<file path="config.mk">
export PLATFORM = sky130hd
export DESIGN_NAME = ir_xmit
export DESIGN_NICKNAME = d
export VERILOG_FILES = /design/src/rtl/ir_xmit_pkg.sv /design/src/rtl/ir_nec_timebase.sv /design/src/rtl/ir_xmit.sv
export SDC_FILE = /design/constraint.sdc
export NUM_CORES = 1
export LEC_CHECK = 0
export ABC_AREA = 1
export BUFFER_PORTS_ARGS = -buffer_cell sky130_fd_sc_hd__buf_2
export CAP_MARGIN = 20
export CORE_ASPECT_RATIO = 0.75
export CORE_MARGIN = 1.5
export CORE_UTILIZATION = 57
export CTS_CLUSTER_SIZE = 12
export DETAILED_ROUTE_END_ITERATION = 10
export PLACE_DENSITY = 0.79
export SYNTH_ARGS = -nofsm -noshare
export SYNTH_HDL_FRONTEND = slang
export SYNTH_HIERARCHICAL = 1
export SYNTH_SLANG_ARGS = --single-unit
</file>
<file path="constraint.sdc">
create_clock -name clk27 -period 3.9 [get_ports clk27]
set_input_delay 0.195 -clock clk27 [delete_from_list [all_inputs] [get_ports clk27]]
set_output_delay 0.195 -clock clk27 [all_outputs]
set_load 0.05 [all_outputs]
</file>
<file path="src/rtl/ir_xmit_pkg.sv">
// Shared NEC protocol constants and transmitter state encoding.
package ir_xmit_pkg;

  localparam int unsigned NecLeadMarkU  = 16;
  localparam int unsigned NecLeadSpaceU = 8;
  localparam int unsigned NecRptSpaceU  = 4;
  localparam int unsigned NecBit1SpaceU = 3;
  localparam int unsigned NecBit0SpaceU = 1;
  localparam int unsigned NecFrameU     = 192;
  localparam int unsigned NecBits       = 32;

  typedef enum logic [3:0] {
    StIdle,
    StLeadMark,
    StLeadSpace,
    StBitMark,
    StBitSpace,
    StStopMark,
    StGap,
    StRptMark,
    StRptSpace,
    StRptStop
  } nec_state_e;

  function automatic logic is_mark(nec_state_e s);
    return s inside {StLeadMark, StBitMark, StStopMark, StRptMark, StRptStop};
  endfunction

endpackage

</file>
<file path="src/rtl/ir_nec_timebase.sv">
// NEC unit timebase (unit_tick every UnitCyc cycles) plus carrier toggler.
module ir_nec_timebase #(
  parameter int unsigned UnitCyc  = 15188,
  parameter int unsigned CarrHalf = 355
) (
  input  logic clk_i,
  input  logic rst_ni,
  input  logic restart_i,
  input  logic carr_restart_i,
  output logic unit_tick_o,
  output logic carrier_o
);

  localparam int unsigned SubW  = (UnitCyc > 1) ? $clog2(UnitCyc) : 1;
  localparam int unsigned CarrW = (CarrHalf > 1) ? $clog2(CarrHalf) : 1;

  logic [SubW-1:0]  sub_q, sub_d;
  logic [CarrW-1:0] carr_cnt_q, carr_cnt_d;
  logic             carrier_q, carrier_d;

  assign unit_tick_o = (sub_q == SubW'(UnitCyc - 1));
  assign carrier_o   = carrier_q;

  always_comb begin
    sub_d = sub_q + SubW'(1);
    if (restart_i || unit_tick_o) begin
      sub_d = '0;
    end
  end

  // Forcing phase 1 at a mark start keeps the first carrier pulse full width.
  always_comb begin
    carr_cnt_d = carr_cnt_q + CarrW'(1);
    carrier_d  = carrier_q;
    if (carr_restart_i) begin
      carr_cnt_d = '0;
      carrier_d  = 1'b1;
    end else if (carr_cnt_q == CarrW'(CarrHalf - 1)) begin
      carr_cnt_d = '0;
      carrier_d  = ~carrier_q;
    end
  end

  always_ff @(posedge clk_i or negedge rst_ni) begin
    if (!rst_ni) begin
      sub_q      <= '0;
      carr_cnt_q <= '0;
      carrier_q  <= 1'b0;
    end else begin
      sub_q      <= sub_d;
      carr_cnt_q <= carr_cnt_d;
      carrier_q  <= carrier_d;
    end
  end

endmodule

</file>
<file path="src/rtl/ir_xmit.sv">
// NEC IR transmitter: leader, 32 data bits, stop mark, then repeat frames while tx_repeat is held.
module ir_xmit
  import ir_xmit_pkg::*;
#(
  parameter int unsigned UNIT_CYC    = 15188,
  parameter int unsigned CARR_HALF   = 355,
  parameter int unsigned FRAME_UNITS = 192
) (
  input  logic        clk27,
  input  logic        reset_n,
  input  logic        tx_req,
  input  logic [15:0] tx_code,
  input  logic        tx_repeat,
  output logic        tx_ack,
  output logic        tx_busy,
  output logic        ir_tx_n,
  output logic        ir_tx_mod,
  output logic [7:0]  frame_cnt
);

  nec_state_e  state_q, state_d;
  logic [4:0]  dur_q, dur_d;
  logic [7:0]  unit_q, unit_d;
  logic [31:0] shreg_q, shreg_d;
  logic [5:0]  bit_cnt_q, bit_cnt_d;
  logic [7:0]  frame_q, frame_d;
  logic        ack_q, ack_d;
  logic        unit_tick, carrier, restart, carr_restart, done;
  logic [4:0]  len;

  ir_nec_timebase #(
    .UnitCyc  (UNIT_CYC),
    .CarrHalf (CARR_HALF)
  ) u_timebase (
    .clk_i          (clk27),
    .rst_ni         (reset_n),
    .restart_i      (restart),
    .carr_restart_i (carr_restart),
    .unit_tick_o    (unit_tick),
    .carrier_o      (carrier)
  );

  always_comb begin
    unique case (state_q)
      StLeadMark, StRptMark: len = 5'(NecLeadMarkU);
      StLeadSpace:           len = 5'(NecLeadSpaceU);
      StRptSpace:            len = 5'(NecRptSpaceU);
      StBitSpace:            len = shreg_q[0] ? 5'(NecBit1SpaceU) : 5'(NecBit0SpaceU);
      default:               len = 5'd1;
    endcase
  end

  assign done = unit_tick && (dur_q == len - 5'd1);

  always_comb begin
    state_d   = state_q;
    dur_d     = dur_q;
    unit_d    = unit_q;
    shreg_d   = shreg_q;
    bit_cnt_d = bit_cnt_q;
    frame_d   = frame_q;
    ack_d     = 1'b0;
    restart   = 1'b0;
    if (unit_tick) begin
      dur_d  = dur_q + 5'd1;
      unit_d = unit_q + 8'd1;
    end
    unique case (state_q)
      StIdle: begin
        restart = 1'b1;
        unit_d  = '0;
        if (tx_req) begin
          state_d   = StLeadMark;
          ack_d     = 1'b1;
          shreg_d   = {~tx_code[7:0], tx_code[7:0], ~tx_code[15:8], tx_code[15:8]};
          bit_cnt_d = '0;
        end
      end
      StLeadMark:  if (done) state_d = StLeadSpace;
      StLeadSpace: if (done) state_d = StBitMark;
      StBitMark:   if (done) state_d = StBitSpace;
      StBitSpace: begin
        if (done) begin
          shreg_d   = {1'b0, shreg_q[31:1]};
          bit_cnt_d = bit_cnt_q + 6'd1;
          state_d   = (bit_cnt_q == 6'(NecBits - 1)) ? StStopMark : StBitMark;
        end
      end
      StStopMark, StRptStop: begin
        if (done) begin
          state_d = StGap;
          frame_d = frame_q + 8'd1;
        end
      end
      StGap: begin
        // Frame boundary: the next frame's timebase starts cleanly from zero.
        if (unit_tick && unit_q == 8'(FRAME_UNITS - 1)) begin
          restart = 1'b1;
          unit_d  = '0;
          state_d = tx_repeat ? StRptMark : StIdle;
        end
      end
      StRptMark:  if (done) state_d = StRptSpace;
      StRptSpace: if (done) state_d = StRptStop;
      default:    state_d = StIdle;
    endcase
    if (state_d != state_q) begin
      dur_d = '0;
    end
  end

  assign carr_restart = is_mark(state_d) && !is_mark(state_q);

  always_ff @(posedge clk27 or negedge reset_n) begin
    if (!reset_n) begin
      state_q   <= StIdle;
      dur_q     <= '0;
      unit_q    <= '0;
      shreg_q   <= '0;
      bit_cnt_q <= '0;
      frame_q   <= '0;
      ack_q     <= 1'b0;
    end else begin
      state_q   <= state_d;
      dur_q     <= dur_d;
      unit_q    <= unit_d;
      shreg_q   <= shreg_d;
      bit_cnt_q <= bit_cnt_d;
      frame_q   <= frame_d;
      ack_q     <= ack_d;
    end
  end

  assign tx_ack    = ack_q;
  assign tx_busy   = (state_q != StIdle);
  assign ir_tx_n   = ~is_mark(state_q);
  assign ir_tx_mod = is_mark(state_q) & carrier;
  assign frame_cnt = frame_q;

endmodule

</file>
Word level (Yosys, flattened, before mapping). Cells that the tools add are included. Widths: inputs -> output; s select.

Output and inout bits: 12. Bits in registers: 88. Bits of input ports: 20.

Reduce and logical (&&, ||, !) cells: 16. Bitwise operators: 5. Equal/unequal tests: 22. $add $sub $neg: 7. Muxes and demuxes: 34.

Operators with widths (count): $mux 32 (2); $pmux 32 s2 (1); $mux 4 (9); $pmux 4 s9 (1); $eq 4x3->1 const B (6); $pmux 5 s4 (1); $mux 9 (2); $add 8x1->8 const B (2); $mux 8 (2); $not 8->8 (2); $pmux 8 s2 (1); $add 14x1->14 const B (1); $eq 14x14->1 const B (1); $mux 14 (1); $eq 4x2->1 const B (3); $eq 4x4->1 const B (3); $mux 6 (2); $pmux 6 s2 (1); $mux 5 (2); $reduce_bool 5->1 (2); $add 9x1->9 const B (1); $eq 9x9->1 const B (1); $eq 4x1->1 const B (2); $eq 8x8->1 const B (1); 22 further kinds (34).

Depth between registers and ports, before layout. Gate-level depths: netlist (run 1).

Depth after elaboration: 12. Mapped depth: 20.

Hierarchy. The synthesis (run 1) kept the hierarchy.

By module, submodules not included: ir_xmit (area each 3437.0 um^2, instances 1, cells each 411); ir_nec_timebase (area each 1378.8 um^2, instances 1, cells each 179).

Least setup slack after synthesis (run 1). Ideal clock, no wire load.

Path type: register to register. Start: register state_q[3]. End: register u_timebase.carr_cnt_q[8]. Setup slack: 0.986 ns. Stages on the path, launching flop included: 21. Required time: 3.814 ns. Library setup time: 0.086 ns. Clock period less this slack: 2.914 ns. Data arrival time: 2.828 ns. Path through: dfrtp_1 inv_2 nand2_2 nor2_1 clkbuf_1 nand2_1 ha_1 xnor2_1 nor2_1 nand3_2 nor2_8 nand3_4 nand2_1 nand2_1 nand2_2 nand3_2 nand2_1 inv_1 inv_1 nand2_1 nor3_1.

Cells in the longest elaborated chain, start to end: 12. Elaborated cells on any way between the ends: 36. Classes of those cells: add/sub (1); eq/ne (15); mux (12); reduce/logical (8).

RTL lines: start: declaration (RTL line ir_xmit.sv:21) `nec_state_e state_q, state_d;`; start signal: assignment (RTL line ir_xmit.sv:116) `state_q <= StIdle;`; start signal: assignment (RTL line ir_xmit.sv:124) `state_q <= state_d;`; $eq 4x1->1 / $eq 4x3->1 (equally long branches) (RTL line ir_xmit.sv:44, ir_xmit.sv:68); $reduce_or 2->1 (RTL line ir_xmit.sv:44) `unique case (state_q)`; $pmux 5 s4 (RTL line ir_xmit.sv:44); $sub 5x1->5 (RTL line ir_xmit.sv:53) `assign done = unit_tick && (dur_q == len - 5'd1);`; $eq 5x5->1 (RTL line ir_xmit.sv:53); $logic_and 1x1->1 (RTL line ir_xmit.sv:53); $mux 4, or another cell as far along (RTL line ir_xmit.sv:104) `StRptSpace: if (done) state_d = StRptStop;`; $pmux 4 s9 (*) (RTL line ir_xmit.sv:68) `unique case (state_q)`; net state_d[0] (RTL line ir_xmit.sv:21); $eq 4x1->1, or another cell as far along (RTL line ir_xmit_pkg.sv:26) `return s inside {StLeadMark, StBitMark, StStopMark, StRptMark, StRptStop};`; $reduce_bool 5->1 (*) (RTL line ir_xmit_pkg.sv:26); $logic_and 1x1->1 (*) (RTL line ir_xmit.sv:112) `assign carr_restart = is_mark(state_d) && !is_mark(state_q);`; net carr_restart (RTL line ir_xmit.sv:28) `logic unit_tick, carrier, restart, carr_restart, done;`; $mux 9 (*) (RTL line ir_nec_timebase.sv:35) `if (carr_restart_i) begin`; net u_timebase.carr_cnt_d[8] (RTL line ir_nec_timebase.sv:18) `logic [CarrW-1:0] carr_cnt_q, carr_cnt_d;`; end signal: assignment (RTL line ir_nec_timebase.sv:51) `carr_cnt_q <= carr_cnt_d;`; end: declaration (RTL line ir_nec_timebase.sv:18).

Mark *: on every way through the listed nets, which the timed path passes. The rest lies on a longest branch. A chain may end at the register's enable or synchronous reset.

Final worst setup path (run 1).
Start: register state_q[3]. End: register bit_cnt_q[4].

Cells in the longest elaborated chain, start to end: 8. Elaborated cells on any way between the ends: 16. Classes of those cells: add/sub (1); eq/ne (8); mux (2); reduce/logical (5).

RTL lines: $eq 4x1->1 / $eq 4x3->1 (equally long branches) (RTL line ir_xmit.sv:44); $reduce_or 2->1 (RTL line ir_xmit.sv:44); $pmux 5 s4 (RTL line ir_xmit.sv:44); $sub 5x1->5 (RTL line ir_xmit.sv:53); $eq 5x5->1 (RTL line ir_xmit.sv:53); $logic_and 1x1->1 (RTL line ir_xmit.sv:53); $ne 2x2->1 (no source line); $reduce_and 3->1 (no source line); end signal: assignment (RTL line ir_xmit.sv:128) `bit_cnt_q <= bit_cnt_d;`; end: declaration (RTL line ir_xmit.sv:25) `logic [5:0] bit_cnt_q, bit_cnt_d;`.

Parallel ways exist; a longest one is shown, timed or not.

==> results.sh, run 1 <==
export IMPL_antenna_found_initial=0
export IMPL_rsz0062_at_grt="no"
export IMPL_cts_sinks=88
export IMPL_fin_cells=733
export IMPL_setup_ws_ns=0.705
export IMPL_clk_pin_slew_ns=0.08
export IMPL_r2r_cells=16
export IMPL_firstDrtPassIters=5
export IMPL_crit_chain="inv_2 > nand2_2 > nor2_1 > buf_4 > nand2_1 > ha_1 > xnor2_1 > nor2_1 > nand3_2 > nor2_8 > nand3_4 > clkinv_4 > nand2_4 > nand2_4 > inv_2 > o31ai_1"
export IMPL_synth_compound_area_share_pct=9.33
export IMPL_rr_startpoint="state_q[3]"
export IMPL_cap_violations=0
export IMPL_max_vdd_ir_drop_mv=0.266
export IMPL_grt_overflow=0
export IMPL_synth_area_um2=4820
export IMPL_final_setup_viol_count=0
export IMPL_slew_limit_headroom_pct=56.7
export IMPL_dpl_worst_slack_ns=0.723
export IMPL_tritoncts="yes"
export IMPL_cts_root_buf="clkbuf_8"
export IMPL_synth_top_family_by_area="simple AND/OR/NAND/NOR gates"
export IMPL_ys_types=43
export IMPL_layout_nets=652
export IMPL_worst_pin_slew_ns=0.650
export IMPL_numCtsBuffers=9
export IMPL_clock_latency_ns=0.37
export IMPL_seqCellArea_um2=2200
export IMPL_hp_start="tx_code[0]"
export IMPL_drtAntennaViolNets=0
export IMPL_finalInstanceArea_um2=5280
export IMPL_synth_fp_nets=619
export IMPL_synthXorXnorAreaFrac_pct=4.88
export IMPL_hold_path_class="in -> reg"
export IMPL_period_needed_ns=3.19
export IMPL_fmax_mhz=313
export IMPL_synthAdderAreaFrac_pct=2.34
export IMPL_cts_max_level=3
export IMPL_fin_util_pct=65.9
export IMPL_boundaryPins=32
export IMPL_fin_worst_skew_ns=0.00799
export IMPL_crit_required_ns=4.18
export IMPL_grt_max_degree=53
export IMPL_num_vias=3748
export IMPL_wl_per_cell_um=12.6
export IMPL_r2r_slack_ns=0.71
export IMPL_synthSimpleGateAreaFrac_pct=30.5
export IMPL_crit_fanout=43
export IMPL_antenna_cells=0
export IMPL_reg2reg_to="bit_cnt_q[4]"
export IMPL_postPlaceCellArea_um2=5050
export IMPL_post_cts_buffers=0
export IMPL_core_area_um2=8020
export IMPL_wirelength_um=9230
export IMPL_fp_dieArea_um2=9020
export IMPL_fillers=669
export IMPL_report_final_slew_viol_count=0
export IMPL_multi_input_area_um2=2280
export IMPL_initial_core_util_pct=60.0
export IMPL_ys_seq_area_share_pct=45.7
export IMPL_max_stage_delay_ns=0.44
export IMPL_ys_warn_count=6
export IMPL_finalCritPeriodShare_pct=81.9
export IMPL_hold_end="shreg_q[16]"
export IMPL_worstSetupStartpointType="flop"
export IMPL_syn_avg_cell_area_um2=8.16
export IMPL_synth_seq_cells=88
export IMPL_drt_initial_drc_count=289
export IMPL_synth_cells=590
export IMPL_power_density_nw_per_um2=303
export IMPL_grt_pass1_vias=3550
export IMPL_chipWidth_um=109
export IMPL_rows=28
export IMPL_setup_tns_ns=0
export IMPL_outcome="complete, no violations"
export IMPL_worstSetupPathType="reg -> reg"
export IMPL_drive_above_1_share_pct=18.2
export IMPL_gp_congestion=0.936
export IMPL_hpwl_um=6680
export IMPL_via_per_inst=5.11
export IMPL_hold_viol=0
export IMPL_worstHoldPathCells=3
export IMPL_grt_pass1_wl_um=16100
export IMPL_dp_cells=715
export IMPL_cp_end_kind="flop"
export IMPL_areaGrowthSynthToFinish_pct=9.72
export IMPL_crit_slowest_cell="dfrtp_1"
export IMPL_p_leak_uw=0.00258
export IMPL_die_y_um=82.6
export IMPL_portBuffers=31
export IMPL_cts_path_max_buffers=2
export IMPL_grt_use_total_pct=23.3
export IMPL_drc_errors=0
export IMPL_synthMuxAreaShare_pct=0.208
export IMPL_worstPathArrival_ns=3.48
-- worst max-delay path by stage --
stage	startpoint	to	slack (ns)
2_1_floorplan	state_q[3]	u_timebase/carr_cnt_q[8]	0.99
3_3_place_gp	state_q[3]	bit_cnt_q[4]	0.85
3_5_place_dp	state_q[3]	bit_cnt_q[4]	0.72
4_1_cts	state_q[3]	bit_cnt_q[4]	0.71
5_1_grt	state_q[3]	shreg_q[15]	0.34
6_report	state_q[3]	bit_cnt_q[4]	0.71
-- final cells by class --
cell class	count	share of cell area (%)
Clock buffer	11	2.87
Clock inverter	5	1.04
Inverter	66	4.83
Multi-Input combinational cell	421	43.1
Sequential cell	88	41.7
Tap cell	105	2.49
Timing Repair Buffer	37	4.03
-- what timing repair did --
action                    4_1_cts  5_1_grt
resized for setup               0        0
hold endpoints to repair       51        0
hold buffers                    1        0
-- state kept, by name (all words and copies together) (netlist names) --
signal and count:
unit_q 8, state_q 4, u_timebase/carrier_o 1, bit_cnt_q 6
tx_ack 1, u_timebase/sub_q 14, frame_cnt 8, u_timebase/carr_cnt_q 9
shreg_q 32, dur_q 5
-- power breakdown --
group	internal, µW	leakage [µW]	switching (µW)
logic	13.0	0.00139	27.9
clock network	328	0.000101	319
registers	912	0.00109	0.480
total	1250	0.00258	347
-- Yosys cell counts --
cell type	count	area, µm²
or2_2	2	12.5
xor2_1	13	114
nor3_1	12	60.1
nand3_2	4	40.0
nand3b_1	1	7.51
nand3_4	1	17.5
nand3_1	27	135
buf_6	2	22.5
clkbuf_1	6	22.5
o21ai_0	47	235
o211ai_1	2	15.0
or2_0	1	6.26
o2111ai_1	1	8.76
mux2i_1	1	10.0
o31ai_2	1	12.5
o21ai_1	16	80.1
or2_1	3	18.8
a31oi_1	4	25.0
clkinv_4	1	8.76
inv_2	9	33.8
buf_4	1	7.51
buf_2	6	30.0
nor2_1	63	236
ha_1	9	113
nor2_2	10	62.6
clkinv_1	1	3.75
and3_1	1	6.26
dfrtp_1	88	2200
o31ai_1	1	7.51
nor2_8	1	20.0
xnor2_1	12	105
nand4_1	13	81.3
a21oi_1	13	65.1
nand2_1	128	480
inv_1	54	203
nor3_2	1	10.0
nor3b_1	2	15.0
inv_4	1	6.26
xnor2_2	1	16.3
nand2_4	6	67.6
nand2_2	16	100
nor2_4	7	78.8
nand4_2	1	12.5
-- worst max-delay path: cells and delay by family, from the launching register on --
kind / cells / cell delay (ns)
xor+xnor: 1 / 0.14
compound gates: 1 / 0.26
fa+ha+maj: 1 / 0.30
buf+inv: 4 / 0.74
simple gates: 9 / 1.22
flops: 1 / 0.44
-- cells in the final DEF (no fill, tap or decap), types with 6 or more instances in the layout --
cell type / synthesis / routed
o21ai_0: 47 / 47
nor3_1: 12 / 12
a21oi_1: 13 / 13
nand2_2: 16 / 16
nand2_1: 128 / 128
inv_1: 54 / 54
nand4_1: 13 / 13
inv_2: 9 / 9
nand2_4: 6 / 6
nor2_2: 10 / 10
buf_2: 6 / 30
dfrtp_1: 88 / 88
nand3_1: 27 / 27
xor2_1: 13 / 13
nor2_4: 7 / 7
xnor2_1: 12 / 12
nor2_1: 63 / 63
o21ai_1: 16 / 16
ha_1: 9 / 9
clkbuf_8: 0 / 11
-- through the flow --
step | hold WS [ns] | power (µW)
floorplan | -0.101 | 941
global placement | 0.269 | 972
detailed placement | 0.273 | 972
CTS | 0.0946 | 1620
global route | 0.112 | 1660
finish | 0.101 | 1600
-- per-layer routing --
layer  global-route usage [%]  part of all wire (%)  vias to the layer above
met5                        0                     0                        -
met4                     8.68                   1.7                        0
met3                     5.81                   4.7                       16
met2                     36.8                    45                       70
met1                     31.2                    48                     1704
li1                         -                     -                     1958
-- logic make-up (layout without fill, tap and decap cells) --
kind of cell / Yosys count / in the layout
XOR/XNOR: 26 / 26
flip-flops: 88 / 88
adder cells (fa/ha/maj): 9 / 9
buffers and inverters: 81 / 119
AND/OR/NAND/NOR: 300 / 300
AO/OA/AOI/OAI: 85 / 85
multiplexers: 1 / 1
Power figures use the tool's default switching activity.
==> run 2, diff against run 1 <==
--- a/config.mk
+++ b/config.mk
@@ -5,12 +5,12 @@
 export SDC_FILE = /design/constraint.sdc
 export NUM_CORES = 1
 export LEC_CHECK = 0
-export ABC_AREA = 1
+export ABC_AREA = 0
 export BUFFER_PORTS_ARGS = -buffer_cell sky130_fd_sc_hd__buf_2
 export CAP_MARGIN = 20
 export CORE_ASPECT_RATIO = 0.75
 export CORE_MARGIN = 1.5
-export CORE_UTILIZATION = 57
+export CORE_UTILIZATION = 55
 export CTS_CLUSTER_SIZE = 12
 export DETAILED_ROUTE_END_ITERATION = 10
 export PLACE_DENSITY = 0.79
==> constraint.sdc (replaced) <==
create_clock -name clk27 -period 2.9 [get_ports clk27]
set_input_delay 0.145 -clock clk27 [delete_from_list [all_inputs] [get_ports clk27]]
set_output_delay 0.145 -clock clk27 [all_outputs]
set_load 0.05 [all_outputs]
==> run 2 against run 1 <==
Effect of this change:
- global-route usage is 0.61 points higher
- sequential power up 35%
- routed wire length increased by 8.6%
- die area is 0.86% higher
- critical path type unchanged
- largest cell class unchanged
- largest power group unchanged
- highest routed layer unchanged
==> results.sh, run 2 <==
export IMPL_outcome="complete, no violations"
export IMPL_cts_sinks=88
export IMPL_power_uw=2450
export IMPL_synth_common_cells="dfrtp_1, nor2_1, nand2_1"
export IMPL_worstSetupStartpointType="flop"
export IMPL_synth_edf_count=0
export IMPL_synth_most_common_cell="dfrtp_1"
export IMPL_rows=28
export IMPL_grt_use_total_pct=23.9
export IMPL_layout_nets=583
export IMPL_core_area_um2=8090
export IMPL_cp_end_kind="flop"
export IMPL_cts_root_buf="clkbuf_16"
export IMPL_worstPathArrival_ns=3.12
export IMPL_crit_start="state_q[1]"
export IMPL_ys_warn_count=6
export IMPL_p_leak_uw=0.00248
export IMPL_final_setup_viol_count=0
export IMPL_synth_area_um2=4690
export IMPL_final_cell_mix="dfrtp_1, nor2_1, nand2_1"
export IMPL_crit_required_ns=3.16
export IMPL_boundaryPins=32
export IMPL_synth_ff_type="dfrtp_1"
export IMPL_period_needed_ns=2.85
export IMPL_areaGrowthSynthToFinish_pct=19.9
export IMPL_synth_fp_nets=533
export IMPL_gp_congestion=0.845
export IMPL_final_common_cell="dfrtp_1"
export IMPL_report_final_slew_viol_count=0
export IMPL_synth_seq_cells=88
export IMPL_num_vias=3712
export IMPL_die_y_um=83.0
export IMPL_antenna_cells=0
export IMPL_ys_seq_area_share_pct=47.0
export IMPL_grt_pass1_wl_um=17100
export IMPL_initial_core_util_pct=57.9
export IMPL_numCtsBuffers=9
export IMPL_fin_cells=664
export IMPL_top_register="shreg_q"
export IMPL_syn_avg_cell_area_um2=9.30
export IMPL_antenna_found_initial=0
export IMPL_dp_cells=639
export IMPL_firstDrtPassIters=4
export IMPL_synth_cells=504
export IMPL_synth_top_area_share_pct=47.0
export IMPL_cts_path_max_buffers=2
export IMPL_drt_initial_drc_count=201
export IMPL_reg_largest_list="shreg_q: 32 flops, u_timebase/sub_q: 14 flops, u_timebase/carr_cnt_q: 9 flops"
export IMPL_cts_max_level=3
export IMPL_wl_per_cell_um=15.1
export IMPL_worstSetupPathType="reg -> reg"
export IMPL_grt_overflow=0
export IMPL_hpwl_um=6640
export IMPL_crit_fanout=9
export IMPL_drive_above_1_share_pct=22.5
export IMPL_grt_max_degree=89
export IMPL_worst_pin_slew_ns=0.583
export IMPL_largest_reg_flops=32
export IMPL_r2r_slack_ns=0.05
export IMPL_portBuffers=31
export IMPL_power_density_nw_per_um2=437
export IMPL_async_flop_share_pct=100
export IMPL_wirelength_um=10000
export IMPL_rr_startpoint="state_q[1]"
export IMPL_fin_worst_skew_ns=0.00787
export IMPL_hold_viol=0
export IMPL_grt_pass1_vias=3682
export IMPL_chipWidth_um=110
export IMPL_ys_types=63
export IMPL_finalCritPeriodShare_pct=98.4
export IMPL_fp_dieArea_um2=9090
export IMPL_rsz0062_at_grt="yes"
export IMPL_hp_start="tx_code[7]"
export IMPL_max_vdd_ir_drop_mv=0.493
export IMPL_clock_latency_ns=0.34
export IMPL_synthTopCellsByArea="dfrtp_1, nor2_1, xnor2_1"
export IMPL_slew_limit_headroom_pct=61.0
export IMPL_via_per_inst=5.59
export IMPL_tritoncts="yes"
export IMPL_drtAntennaViolNets=0
export IMPL_hold_path_class="in -> reg"
export IMPL_cap_violations=0
export IMPL_drc_errors=0
export IMPL_hold_slack_ns=0.0391
export IMPL_synth_largest_area_cell="dfrtp_1"
export IMPL_clk_pin_slew_ns=0.06
export IMPL_fmax_mhz=350
-- run 2: final cells by class --
type	count	area, µm²
Clock buffer	14	264
Clock inverter	2	37.5
Fill cell	596	2470
Inverter	11	41.3
Multi-Input combinational cell	375	2450
Sequential cell	88	2210
Tap cell	105	131
Timing Repair Buffer	69	490
-- run 2: where the power goes --
part	switching, µW	total [µW]	internal, µW
Sequential	0	1230	1230
Combinational	36.0	54.0	18.0
Clock	456	1170	716
Total	492	2450	1960
-- run 2: cells by family after synthesis --
kind of cell | share of synthesized area [%]
multiplexers | 0.907
buffers and inverters | 4.40
AO/OA/AOI/OAI | 13.1
AND/OR/NAND/NOR | 23.6
XOR/XNOR | 8.59
flip-flops | 47.0
adder cells (fa/ha/maj) | 2.40
-- run 2: stage by stage --
step | TNS, ns | worst slack (ns) | util, % | instance area [µm²]
after CTS | 0 | 0.0172 | 67.5 | 5470
after global routing | -1.48 | -0.0963 | 69.4 | 5620
after global placement | 0 | 0.0358 | 63.3 | 5120
final | 0 | 0.0454 | 69.4 | 5620
after floorplan | -12.16 | -0.464 | - | 4770
after detailed placement | -1.42 | -0.123 | 63.3 | 5120
-- run 2: what timing repair did --
action / 4_1_cts / 5_1_grt
pin swaps: 1 / 12
endpoints found under the hold margin: 0 / 13
hold buffers: 0 / 1
setup buffers: 0 / 6
endpoints found under the setup margin: 52 / 54
resized for setup: 7 / 13
gates cloned: 1 / 0
-- run 2: per-layer routing --
layer	vias up	GRT usage [%]	part of all wire, %	routed length (µm)
li1	1840	-	-	-
met2	61	37.4	48	4810
met3	11	6.51	3.5	351
met4	0	6.85	1.3	131
met1	1800	32.5	47	4730
met5	-	0	0	0
-- run 2: path summary, 6_finish.rpt --
check	endpoint	cells after the start
setup / recovery	u_timebase/carr_cnt_q[8]	11
hold / removal	shreg_q[31]	2
hold reg to reg	frame_cnt[7]	1
setup reg to reg	u_timebase/carr_cnt_q[8]	11
min in group asynchronous	shreg_q[20]	2
max in group asynchronous	state_q[1]	3
-- run 2: critical path, cell delays in order (launching register included) --
cell and delay, ns:
dfrtp_2 0.47, nor4b_4 0.33, o21bai_2 0.18, ha_4 0.18, nand2b_4 0.12, a21oi_2 0.07, or4_4 0.60, o2111ai_4 0.12
nor3_2 0.06, or2_4 0.25, or2_4 0.27, nor2_1 0.11
